[src/rtl/i2c_master_seq_if.sv]
// ---------------------------------------------------------------------------
// i2c_master_seq_if
//   Command/response handshake bundle between a host and i2c_master_seq.
//   Signal names are from the sequencer's point of view (i_ = into the
//   sequencer, o_ = out of it).
//
//   Command:  i_cmd_valid / o_cmd_ready, i_cmd[1:0] (0 START, 1 STOP,
//             2 WRITE, 3 READ), i_cmd_data[7:0], i_cmd_ack (0 = ACK on READ)
//   Response: o_rsp_valid / i_rsp_ready, o_rsp_data[7:0], o_rsp_nack,
//             o_rsp_err
//
//   Modports: master - used by the sequencer
//             slave  - used by the host driving commands
// ---------------------------------------------------------------------------
interface i2c_master_seq_if;
    logic       i_cmd_valid;
    logic       o_cmd_ready;
    logic [1:0] i_cmd;
    logic [7:0] i_cmd_data;
    logic       i_cmd_ack;
    logic       o_rsp_valid;
    logic       i_rsp_ready;
    logic [7:0] o_rsp_data;
    logic       o_rsp_nack;
    logic       o_rsp_err;

    modport master (
        input  i_cmd_valid, i_cmd, i_cmd_data, i_cmd_ack, i_rsp_ready,
        output o_cmd_ready, o_rsp_valid, o_rsp_data, o_rsp_nack, o_rsp_err
    );

    modport slave (
        output i_cmd_valid, i_cmd, i_cmd_data, i_cmd_ack, i_rsp_ready,
        input  o_cmd_ready, o_rsp_valid, o_rsp_data, o_rsp_nack, o_rsp_err
    );
endinterface

[src/rtl/i2c_master_seq.sv]
// ---------------------------------------------------------------------------
// i2c_master_seq
//   Sequences I2C bus primitives by handing each command to one of four
//   generators (0 START, 1 STOP, 2 WRITE, 3 READ), waiting for it to finish,
//   and returning a single response per command. The selected generator's
//   SDA/SCL drive is muxed onto the bus while it owns the transaction.
//
//   Ports:
//     i_clk, i_rst_n           clock, asynchronous active-low reset
//     host (master modport)    command / response handshake
//     o_gen_enable, o_gen_req  per-generator enable and start request
//     i_gen_ready, i_gen_done  per-generator request accept / completion
//     i_gen_sda, i_gen_scl     per-generator bus drive levels
//     o_wr_data, i_wr_nack     WRITE byte out, slave NACK back
//     o_rd_ack, i_rd_data      READ master ACK level out, byte back
//     o_sda_drive, o_scl_drive muxed bus drive (held when no owner)
//     o_busy                   high between a completed START and STOP
//
//   Optional feature: define I2C_SEQ_TIMEOUT_EN to add a watchdog that
//   aborts a transaction after TIMEOUT_CYCLES cycles in ISSUE/WAIT_DONE.
// ---------------------------------------------------------------------------
module i2c_master_seq #(
    parameter int NUM_GEN        = 4,
    parameter int TIMEOUT_CYCLES = 65535
) (
    input  logic               i_clk,
    input  logic               i_rst_n,
    i2c_master_seq_if.master   host,
    output logic [NUM_GEN-1:0] o_gen_enable,
    output logic [NUM_GEN-1:0] o_gen_req,
    input  logic [NUM_GEN-1:0] i_gen_ready,
    input  logic [NUM_GEN-1:0] i_gen_done,
    input  logic [NUM_GEN-1:0] i_gen_sda,
    input  logic [NUM_GEN-1:0] i_gen_scl,
    output logic [7:0]         o_wr_data,
    input  logic               i_wr_nack,
    output logic               o_rd_ack,
    input  logic [7:0]         i_rd_data,
    output logic               o_sda_drive,
    output logic               o_scl_drive,
    output logic               o_busy
);

    typedef enum logic [1:0] {IDLE, ISSUE, WAIT_DONE, RESP} state_t;

    localparam logic [1:0] OP_START = 2'd0;
    localparam logic [1:0] OP_STOP  = 2'd1;
    localparam logic [1:0] OP_WRITE = 2'd2;
    localparam logic [1:0] OP_READ  = 2'd3;
    localparam logic [NUM_GEN-1:0] GEN_ONE = {{(NUM_GEN-1){1'b0}}, 1'b1};

    state_t      state_q, state_d;
    logic        ready_q;
    logic [1:0]  owner_q;
    logic [7:0]  data_q;
    logic        ack_q;
    logic        busy_q;
    logic [7:0]  rsp_data_q;
    logic        rsp_nack_q;
    logic        rsp_err_q;
    logic        sda_q, scl_q;

    logic               accept, legal, active, tmo_hit;
    logic [NUM_GEN-1:0] owner_oh;

    assign accept   = (state_q == IDLE) && ready_q && host.i_cmd_valid;
    assign legal    = (host.i_cmd == OP_START) ? !busy_q : busy_q;
    assign active   = (state_q == ISSUE) || (state_q == WAIT_DONE);
    assign owner_oh = GEN_ONE << owner_q;

`ifdef I2C_SEQ_TIMEOUT_EN
    localparam logic [16:0] TMO_LAST = 17'(TIMEOUT_CYCLES - 1);
    logic [16:0] tmo_cnt_q;

    // Cleared at accept, so the count starts at 0 on the first ISSUE cycle.
    always_ff @(posedge i_clk or negedge i_rst_n) begin
        if (!i_rst_n) begin
            tmo_cnt_q <= '0;
        end else if (accept) begin
            tmo_cnt_q <= '0;
        end else if (active) begin
            tmo_cnt_q <= tmo_cnt_q + 17'd1;
        end
    end

    assign tmo_hit = active && (tmo_cnt_q == TMO_LAST);
`else
    assign tmo_hit = 1'b0;
`endif

    always_comb begin
        state_d      = state_q;
        o_gen_enable = '0;
        o_gen_req    = '0;
        case (state_q)
            IDLE: begin
                if (accept) state_d = legal ? ISSUE : RESP;
            end
            ISSUE: begin
                o_gen_enable = owner_oh;
                o_gen_req    = owner_oh;
                if (tmo_hit)                   state_d = RESP;
                else if (i_gen_ready[owner_q]) state_d = WAIT_DONE;
            end
            WAIT_DONE: begin
                o_gen_enable = owner_oh;
                if (tmo_hit || i_gen_done[owner_q]) state_d = RESP;
            end
            RESP: begin
                if (host.i_rsp_ready) state_d = IDLE;
            end
            default: state_d = IDLE;
        endcase
    end

    always_ff @(posedge i_clk or negedge i_rst_n) begin
        if (!i_rst_n) begin
            state_q    <= IDLE;
            ready_q    <= 1'b0;
            owner_q    <= 2'd0;
            data_q     <= 8'h00;
            ack_q      <= 1'b0;
            busy_q     <= 1'b0;
            rsp_data_q <= 8'h00;
            rsp_nack_q <= 1'b0;
            rsp_err_q  <= 1'b0;
            sda_q      <= 1'b1;
            scl_q      <= 1'b1;
        end else begin
            state_q <= state_d;
            // Registered so ready stays low through reset and rises one
            // cycle after release, and is never high in the RESP exit cycle.
            ready_q <= (state_d == IDLE);

            if (accept) begin
                owner_q <= host.i_cmd;
                data_q  <= host.i_cmd_data;
                ack_q   <= host.i_cmd_ack;
                if (!legal) begin
                    rsp_err_q  <= 1'b1;
                    rsp_nack_q <= 1'b0;
                    rsp_data_q <= 8'h00;
                end
            end

            // Remember the owner's drive so the bus holds it once released.
            if (active) begin
                sda_q <= i_gen_sda[owner_q];
                scl_q <= i_gen_scl[owner_q];
            end

            if (tmo_hit) begin
                rsp_err_q  <= 1'b1;
                rsp_nack_q <= 1'b0;
                rsp_data_q <= 8'h00;
                busy_q     <= 1'b0;
                sda_q      <= 1'b1;
                scl_q      <= 1'b1;
            end else if ((state_q == WAIT_DONE) && i_gen_done[owner_q]) begin
                rsp_err_q  <= 1'b0;
                rsp_nack_q <= (owner_q == OP_WRITE) ? i_wr_nack : 1'b0;
                rsp_data_q <= (owner_q == OP_READ) ? i_rd_data : 8'h00;
                if (owner_q == OP_START) busy_q <= 1'b1;
                if (owner_q == OP_STOP)  busy_q <= 1'b0;
            end
        end
    end

    assign host.o_cmd_ready = ready_q;
    assign host.o_rsp_valid = (state_q == RESP);
    assign host.o_rsp_data  = rsp_data_q;
    assign host.o_rsp_nack  = rsp_nack_q;
    assign host.o_rsp_err   = rsp_err_q;

    assign o_wr_data   = data_q;
    assign o_rd_ack    = ack_q;
    assign o_busy      = busy_q;
    assign o_sda_drive = active ? i_gen_sda[owner_q] : sda_q;
    assign o_scl_drive = active ? i_gen_scl[owner_q] : scl_q;

endmodule

[src/flat_wrapper.sv]
// flat-port wrapper written by rule: the top's interface ports become plain ports
module i2c_master_seq_flat 
#(
    parameter int NUM_GEN        = 4,
    parameter int TIMEOUT_CYCLES = 65535
)
  (i_clk, i_rst_n, o_gen_enable, o_gen_req, i_gen_ready, i_gen_done, i_gen_sda, i_gen_scl, o_wr_data, i_wr_nack, o_rd_ack, i_rd_data, o_sda_drive, o_scl_drive, o_busy, host_i_cmd_valid, host_i_cmd, host_i_cmd_data, host_i_cmd_ack, host_i_rsp_ready, host_o_cmd_ready, host_o_rsp_valid, host_o_rsp_data, host_o_rsp_nack, host_o_rsp_err);
  i2c_master_seq_if host_i ();
  input  logic i_clk;
  input  logic i_rst_n;
  output logic [NUM_GEN-1:0] o_gen_enable;
  output logic [NUM_GEN-1:0] o_gen_req;
  input  logic [NUM_GEN-1:0] i_gen_ready;
  input  logic [NUM_GEN-1:0] i_gen_done;
  input  logic [NUM_GEN-1:0] i_gen_sda;
  input  logic [NUM_GEN-1:0] i_gen_scl;
  output logic [7:0] o_wr_data;
  input  logic i_wr_nack;
  output logic o_rd_ack;
  input  logic [7:0] i_rd_data;
  output logic o_sda_drive;
  output logic o_scl_drive;
  output logic o_busy;
  input wire logic [$bits(host_i.i_cmd_valid)-1:0] host_i_cmd_valid;
  input wire logic [$bits(host_i.i_cmd)-1:0] host_i_cmd;
  input wire logic [$bits(host_i.i_cmd_data)-1:0] host_i_cmd_data;
  input wire logic [$bits(host_i.i_cmd_ack)-1:0] host_i_cmd_ack;
  input wire logic [$bits(host_i.i_rsp_ready)-1:0] host_i_rsp_ready;
  output wire logic [$bits(host_i.o_cmd_ready)-1:0] host_o_cmd_ready;
  output wire logic [$bits(host_i.o_rsp_valid)-1:0] host_o_rsp_valid;
  output wire logic [$bits(host_i.o_rsp_data)-1:0] host_o_rsp_data;
  output wire logic [$bits(host_i.o_rsp_nack)-1:0] host_o_rsp_nack;
  output wire logic [$bits(host_i.o_rsp_err)-1:0] host_o_rsp_err;
  assign host_i.i_cmd_valid = host_i_cmd_valid;
  assign host_i.i_cmd = host_i_cmd;
  assign host_i.i_cmd_data = host_i_cmd_data;
  assign host_i.i_cmd_ack = host_i_cmd_ack;
  assign host_i.i_rsp_ready = host_i_rsp_ready;
  assign host_o_cmd_ready = host_i.o_cmd_ready;
  assign host_o_rsp_valid = host_i.o_rsp_valid;
  assign host_o_rsp_data = host_i.o_rsp_data;
  assign host_o_rsp_nack = host_i.o_rsp_nack;
  assign host_o_rsp_err = host_i.o_rsp_err;
  i2c_master_seq #(.NUM_GEN(NUM_GEN), .TIMEOUT_CYCLES(TIMEOUT_CYCLES)) u_core (.i_clk(i_clk), .i_rst_n(i_rst_n), .host(host_i), .o_gen_enable(o_gen_enable), .o_gen_req(o_gen_req), .i_gen_ready(i_gen_ready), .i_gen_done(i_gen_done), .i_gen_sda(i_gen_sda), .i_gen_scl(i_gen_scl), .o_wr_data(o_wr_data), .i_wr_nack(i_wr_nack), .o_rd_ack(o_rd_ack), .i_rd_data(i_rd_data), .o_sda_drive(o_sda_drive), .o_scl_drive(o_scl_drive), .o_busy(o_busy));
endmodule
[config.mk]
export PLATFORM = sky130hd
export DESIGN_NAME = i2c_master_seq_flat
export DESIGN_NICKNAME = d
export VERILOG_FILES = /design/src/rtl/i2c_master_seq_if.sv /design/src/rtl/i2c_master_seq.sv /design/src/flat_wrapper.sv
export SDC_FILE = /design/constraint.sdc
export NUM_CORES = 1
export LEC_CHECK = 0
export BUFFER_PORTS_ARGS = -buffer_cell sky130_fd_sc_hd__buf_2
export CORE_UTILIZATION = 35
export DETAILED_ROUTE_END_ITERATION = 8
export HOLD_SLACK_MARGIN = 0.03
export PLACE_DENSITY_LB_ADDON = 0.08
export SYNTH_ARGS = -nofsm -noshare
export SYNTH_HDL_FRONTEND = slang
export SYNTH_SLANG_ARGS = --single-unit
[constraint.sdc]
create_clock -name i_clk -period 2.2 [get_ports i_clk]
set_input_delay 0.44 -clock i_clk [delete_from_list [all_inputs] [get_ports i_clk]]
set_output_delay 0.44 -clock i_clk [all_outputs]
set_load 0.005 [all_outputs]
== After elaboration in Yosys (flattened, before gate mapping) ==
Cells that the tools add are included.
Storage, ports and cells
  output and inout port bits: 32
  bits in registers: 27
  input port bits: 40
  word-level logic and storage cells: 66
Operators by class
  multiplexer cells: 32
  magnitude comparators: 1
  shift operators: 1
  equal/unequal tests: 7
  reduce and logical (&&, ||, !) cells: 14
Operators with widths (number)
  $mux 8: 4
  $mux 1: 16
  $mux 2: 5
  $bmux 1 s2: 4
  $eq 2x2->1 const B: 4
  $logic_not 2->1: 4
  $mux 4: 2
  $pmux 2 s4: 1
  $eq 2x1->1 const B: 2
  $reduce_and 2->1: 2
  $reduce_bool 2->1: 2
  $shl 1x2->4 const A: 1
  $logic_and 1x1->1: 3
  $lt 2x3->1 const B: 1
  $ne 2x2->1 const B: 1
  $reduce_or 2->1: 1
  $logic_not 1->1: 1
  $logic_or 1x1->1: 1

== Longest topological paths before layout ==
  depth after elaboration: 6
  depth in mapped cells: 6
  depth with buffers taken out: 6

== Worst setup path after synthesis ==
OpenSTA, ideal clock, no wires.
  path type: register to output
  start: register u_core.owner_q[0]
  end: output port o_scl_drive
  slack: 485 ps
  arrival: 1275 ps
  buffers on the path: 1
  required time: 1760 ps
  stages on the path, launching flop included: 4
  cells stage by stage: dfrtp_1 -> buf_6 -> mux4_1 -> mux2_2
On the way
  cells in the longest elaborated chain, start to end: 3
RTL lines
  start, declared: RTL line i2c_master_seq.sv:54  | logic [1:0] owner_q;
  start signal, assigned: RTL line i2c_master_seq.sv:136  | owner_q <= host.i_cmd;
  $bmux 1 s2: RTL line i2c_master_seq.sv:179  | assign o_scl_drive = active ? i_gen_scl[owner_q] : scl_q;
  $mux 1 (implied by the code): RTL line i2c_master_seq.sv:179
  $mux 1: RTL line i2c_master_seq.sv:179
  end, declared: RTL line flat_wrapper.sv:22  | output logic o_scl_drive;
No other way between the ends. The select of a mux whose other input is x is not followed.

== Final worst setup path ==
  start: register u_core.state_q[0]
  end: output port o_sda_drive
On the way
  cells in the longest elaborated chain, start to end: 3
  elaborated cells on any way between the ends: 4
  those cells by class: eq/ne: 2; mux: 1; reduce/logical: 1
RTL lines
  start, declared: RTL line i2c_master_seq.sv:52  | state_t state_q, state_d;
  start signal, assigned: RTL line i2c_master_seq.sv:130  | state_q <= state_d;
  $eq 2x1->1 or $eq 2x2->1 (tied branches): RTL line i2c_master_seq.sv:68  | assign active = (state_q == ISSUE) || (state_q == WAIT_DONE);
  $logic_or 1x1->1 (*): RTL line i2c_master_seq.sv:68
  $mux 1 (*): RTL line i2c_master_seq.sv:178  | assign o_sda_drive = active ? i_gen_sda[owner_q] : sda_q;
  end, declared: RTL line flat_wrapper.sv:21  | output logic o_sda_drive;
Every way passes the cells marked *; elsewhere a longest branch is shown, timed or not.

==> results.txt <==
----------------------------------------------------
[Hold path]
  Hold Crit Class ... input port to asynchronous set/reset pin

[STA]
  Tightest Pin Transition ... approximately 0.60 ns
  Number of endpoints with negative hold slack in the final report ... 0
  Accumulated negative setup slack ... 0 ns
  Slew HR ... 0.602
  Maximum clock skew at final layout ... about 0.0015 ns
  Time the final worst path needs with I/O delays and setup ... ~2.1 ns
  Setup repair after global routing missed its margin ... false
  Setup-failing EPs final ... 0
  Number of max-slew violations in the final report ... 0
  Achievable Freq ... ~480 MHz
  Final cycle utilization of the critical path ... 0.956

[Floorplanning]
  Width of the chip ... roughly 64 um
  Total die area ... 4100 um^2
  Floorplan core area ... ~3700 um^2
  Count of boundary I/O pins ... 72
  Number of placement rows ... 22
  Die boundary height ... roughly 64 um
  Initial cell density of the core ... 0.365

[Outcome]
  Status ... finished clean

[Power]
  Static leakage power ... approximately 0.95 nW
  Max rail drop VDD ... approximately 0.58 mV
  Total power density per cell area ... around 1300 nW/um^2
  Overall power ... 0.00234 W

[Clock tree]
  H-tree levels ... 1
  Worst-skew pair later-pin latency ... between 0.2 and 0.3 ns
  Clock edge transition at the registers on the reported setup and hold paths ... 0.08 ns
  Number of buffers added by the clock tree synthesis step ... 3
  Clock Sinks ... 27
  Master cell of the clock root buffer ... sky130_fd_sc_hd__clkbuf_8
  Clock Tree Buf Depth ... 2
  TritonCTS clock tree ... built

[Global routing]
  Wire length of the first global-routing pass ... around 4500 um
  Number of global-route vias before repair ... between 900 and 1,000
  Maximum number of pins on one net before global-route repair ... 28
  Total track usage ... 0.142
  Overflow left after global routing ... 0
  Antenna violations before repair ... 0

[Synthesis]
  Number of warnings reported in the yosys synthesis log ... 0
  Post-Synthesis Cell Area ... around 1300 um^2
  Synth Net Count ... 149
  Seq/Total Area, Yosys ... 0.504
  Post-Synthesis Cells ... about 110
  Flops & latches, synth ... 27
  Avg Synthesized Cell Area ... about 13 um^2
  Netlist cell types ... 33

[Routing]
  Total iterations of the first detailed-routing run ... 4
  Routed vias ... 1,094
  Post-detailed-route count of antenna-violating nets ... 0
  DRC violation count after routing ... 0
  First DRT Iteration DRCs ... 37
  Mean routed wirelength per cell ... roughly 13 um
  Overall routed net length ... 2870 um
  Detailed-route vias per instance ... ~5

[Critical path]
  Category of the most critical setup path ... flop to output port
  Minimum setup slack among reg-to-reg paths ... roughly 0.35 ns
  Max FO, Critical Path ... 6
  Launch point of the worst reg-to-reg path ... u_core.state_q[0]
  Critical Path RT ... 1.76 ns
  Worst reg2reg path endpoint ... u_core.host.o_rsp_nack
  Depth of the worst register-to-register path ... 6
  Critical path data arrival time ... 1.66 ns
  Kind of capture point of the worst setup path ... output port
  Sort of element at the start of the critical path ... flop

[Final layout]
  Number of nets in the layout ... around 220
  Area delta synth->final ... 33.4%
  Fraction of final layout cells sized beyond drive strength 1 ... 0.542
  End-of-flow core utilization ... 0.487
  Commonest cells after routing, fill and taps aside ... sky130_fd_sc_hd__buf_2, sky130_fd_sc_hd__dfrtp_1, sky130_fd_sc_hd__mux2_2
  Diode count ... 0
  Leading cell type in the layout, fill and taps excluded ... sky130_fd_sc_hd__buf_2

[Place]
  HPWL after DPL ... about 2200 um
  Final weighted congestion in routability-driven placement ... ~0.74
  I/O Buffers ... a little over 70

[Job]
  Max-Cap Viols ... 0

----------------------------------------------------
==> report_power, final <==
group	switching, W	internal (W)
Sequential	0.000163	0.000756
Clock	0.000133	0.000129
Combinational	0.000513	0.000648
Total	0.000809	0.00153
==> flip-flops by register name, summed over array words and instances (netlist names) <==
register,flops
u_core.host.o_cmd_ready,1
u_core.host.o_rsp_data,8
u_core.host.o_rsp_err,1
u_core.sda_q,1
u_core.state_q,2
u_core.host.o_rsp_nack,1
u_core.owner_q,2
u_core.scl_q,1
u_core.o_wr_data,8
u_core.o_rd_ack,1
u_core.o_busy,1
==> worst max-delay path, stage by stage, from the launching register on <==
cell	delay, ns
sky130_fd_sc_hd__dfrtp_1	0.42
sky130_fd_sc_hd__inv_1	0.10
sky130_fd_sc_hd__ha_2	0.39
sky130_fd_sc_hd__mux2_2	0.36
sky130_fd_sc_hd__buf_2	0.13
==> synth_stat cells <==
cell                       number  area share
sky130_fd_sc_hd__o21a_1         2       0.011
sky130_fd_sc_hd__o22ai_2        1      0.0093
sky130_fd_sc_hd__nand2b_1       2      0.0093
sky130_fd_sc_hd__buf_2          2      0.0074
sky130_fd_sc_hd__o31ai_1        2       0.011
sky130_fd_sc_hd__and4_1         1      0.0065
sky130_fd_sc_hd__inv_1          3      0.0084
sky130_fd_sc_hd__nand3_1        1      0.0037
sky130_fd_sc_hd__a22o_1         9       0.059
sky130_fd_sc_hd__nand2_1        2      0.0056
sky130_fd_sc_hd__nor2_1         6       0.017
sky130_fd_sc_hd__o32a_1         1      0.0074
sky130_fd_sc_hd__dfstp_2        2       0.039
sky130_fd_sc_hd__mux4_1         2       0.039
sky130_fd_sc_hd__and3b_1        2       0.013
sky130_fd_sc_hd__a2111o_1       1      0.0084
sky130_fd_sc_hd__ha_1           4       0.037
sky130_fd_sc_hd__buf_6          1      0.0084
sky130_fd_sc_hd__and2_1         2      0.0093
sky130_fd_sc_hd__and3_1         3       0.014
sky130_fd_sc_hd__dfrtp_1       25        0.46
sky130_fd_sc_hd__mux2i_1        2       0.015
sky130_fd_sc_hd__clkbuf_1       1      0.0028
sky130_fd_sc_hd__nor2_2         1      0.0046
sky130_fd_sc_hd__nor2b_1        3       0.014
sky130_fd_sc_hd__o21ai_0        3       0.011
sky130_fd_sc_hd__o31a_1         1      0.0065
sky130_fd_sc_hd__mux2_2        13        0.11
sky130_fd_sc_hd__nor3_1         2      0.0074
sky130_fd_sc_hd__mux2_4         1       0.011
sky130_fd_sc_hd__mux2i_4        1       0.017
sky130_fd_sc_hd__nor3b_1        2       0.011
sky130_fd_sc_hd__buf_1          1      0.0028
==> cell families (layout without fill, tap and decap cells) <==
| family | after synthesis | count (layout) | synth area share |
|---|---|---|---|
| AO/OA/AOI/OAI | 20 | 20 | 0.124 |
| multiplexers | 19 | 19 | 0.191 |
| adder cells (fa/ha/maj) | 4 | 4 | 0.0372 |
| buffers and inverters | 8 | 80 | 0.0297 |
| AND/OR/NAND/NOR | 27 | 27 | 0.115 |
| flip-flops | 27 | 27 | 0.504 |
==> routing by layer <==
metal  track usage  wire [um]  up-vias
met5             0          0        -
met3        0.0411        165        2
li1              -          -      531
met2         0.233       1390       36
met4       0.00852          7        0
met1         0.195       1310      525
==> how the worst max path moves through the flow <==
stage	startpoint	to	slack (ns)	depth (start not counted)
final	u_core.state_q[0]	o_sda_drive	0.1	4
after detailed placement	i_gen_sda[1]	o_sda_drive	0.32	4
after floorplan	u_core.owner_q[0]	o_scl_drive	0.48	3
after CTS	u_core.state_q[0]	o_sda_drive	0.05	4
after global placement	i_gen_scl[1]	o_scl_drive	0.35	4
after global routing	u_core.state_q[0]	o_sda_drive	0.01	4
==> repair_timing <==
action,4_1_cts,5_1_grt
gates resized for setup,0,1
setup buffers,0,0
setup endpoints to repair,0,2
hold buffers,0,0
==> cell type report <==
type,instances,area [um^2]
fillers,353,1890
clock buffers,4,45.0
flip-flops and latches,27,678
well taps,48,60.1
multi-input cells,70,631
repair buffers,73,370
inverters,3,11.3
==> per-stage QoR <==
| step | cells | hold WS (ns) | area [um^2] | setup slack, ns |
|---|---|---|---|---|
| 6_report | 225 | 0.179 | 1800 | 0.0968 |
| 3_5_place_dp | 221 | 0.482 | 1750 | 0.322 |
| 3_3_place_gp | 221 | 0.473 | 1750 | 0.346 |
| 5_1_grt | 225 | 0.207 | 1800 | 0.0127 |
| 2_1_floorplan | 105 | 0.144 | 1350 | 0.485 |
| 4_1_cts | 225 | 0.193 | 1790 | 0.0497 |
(Power assumes the default switching activity.)
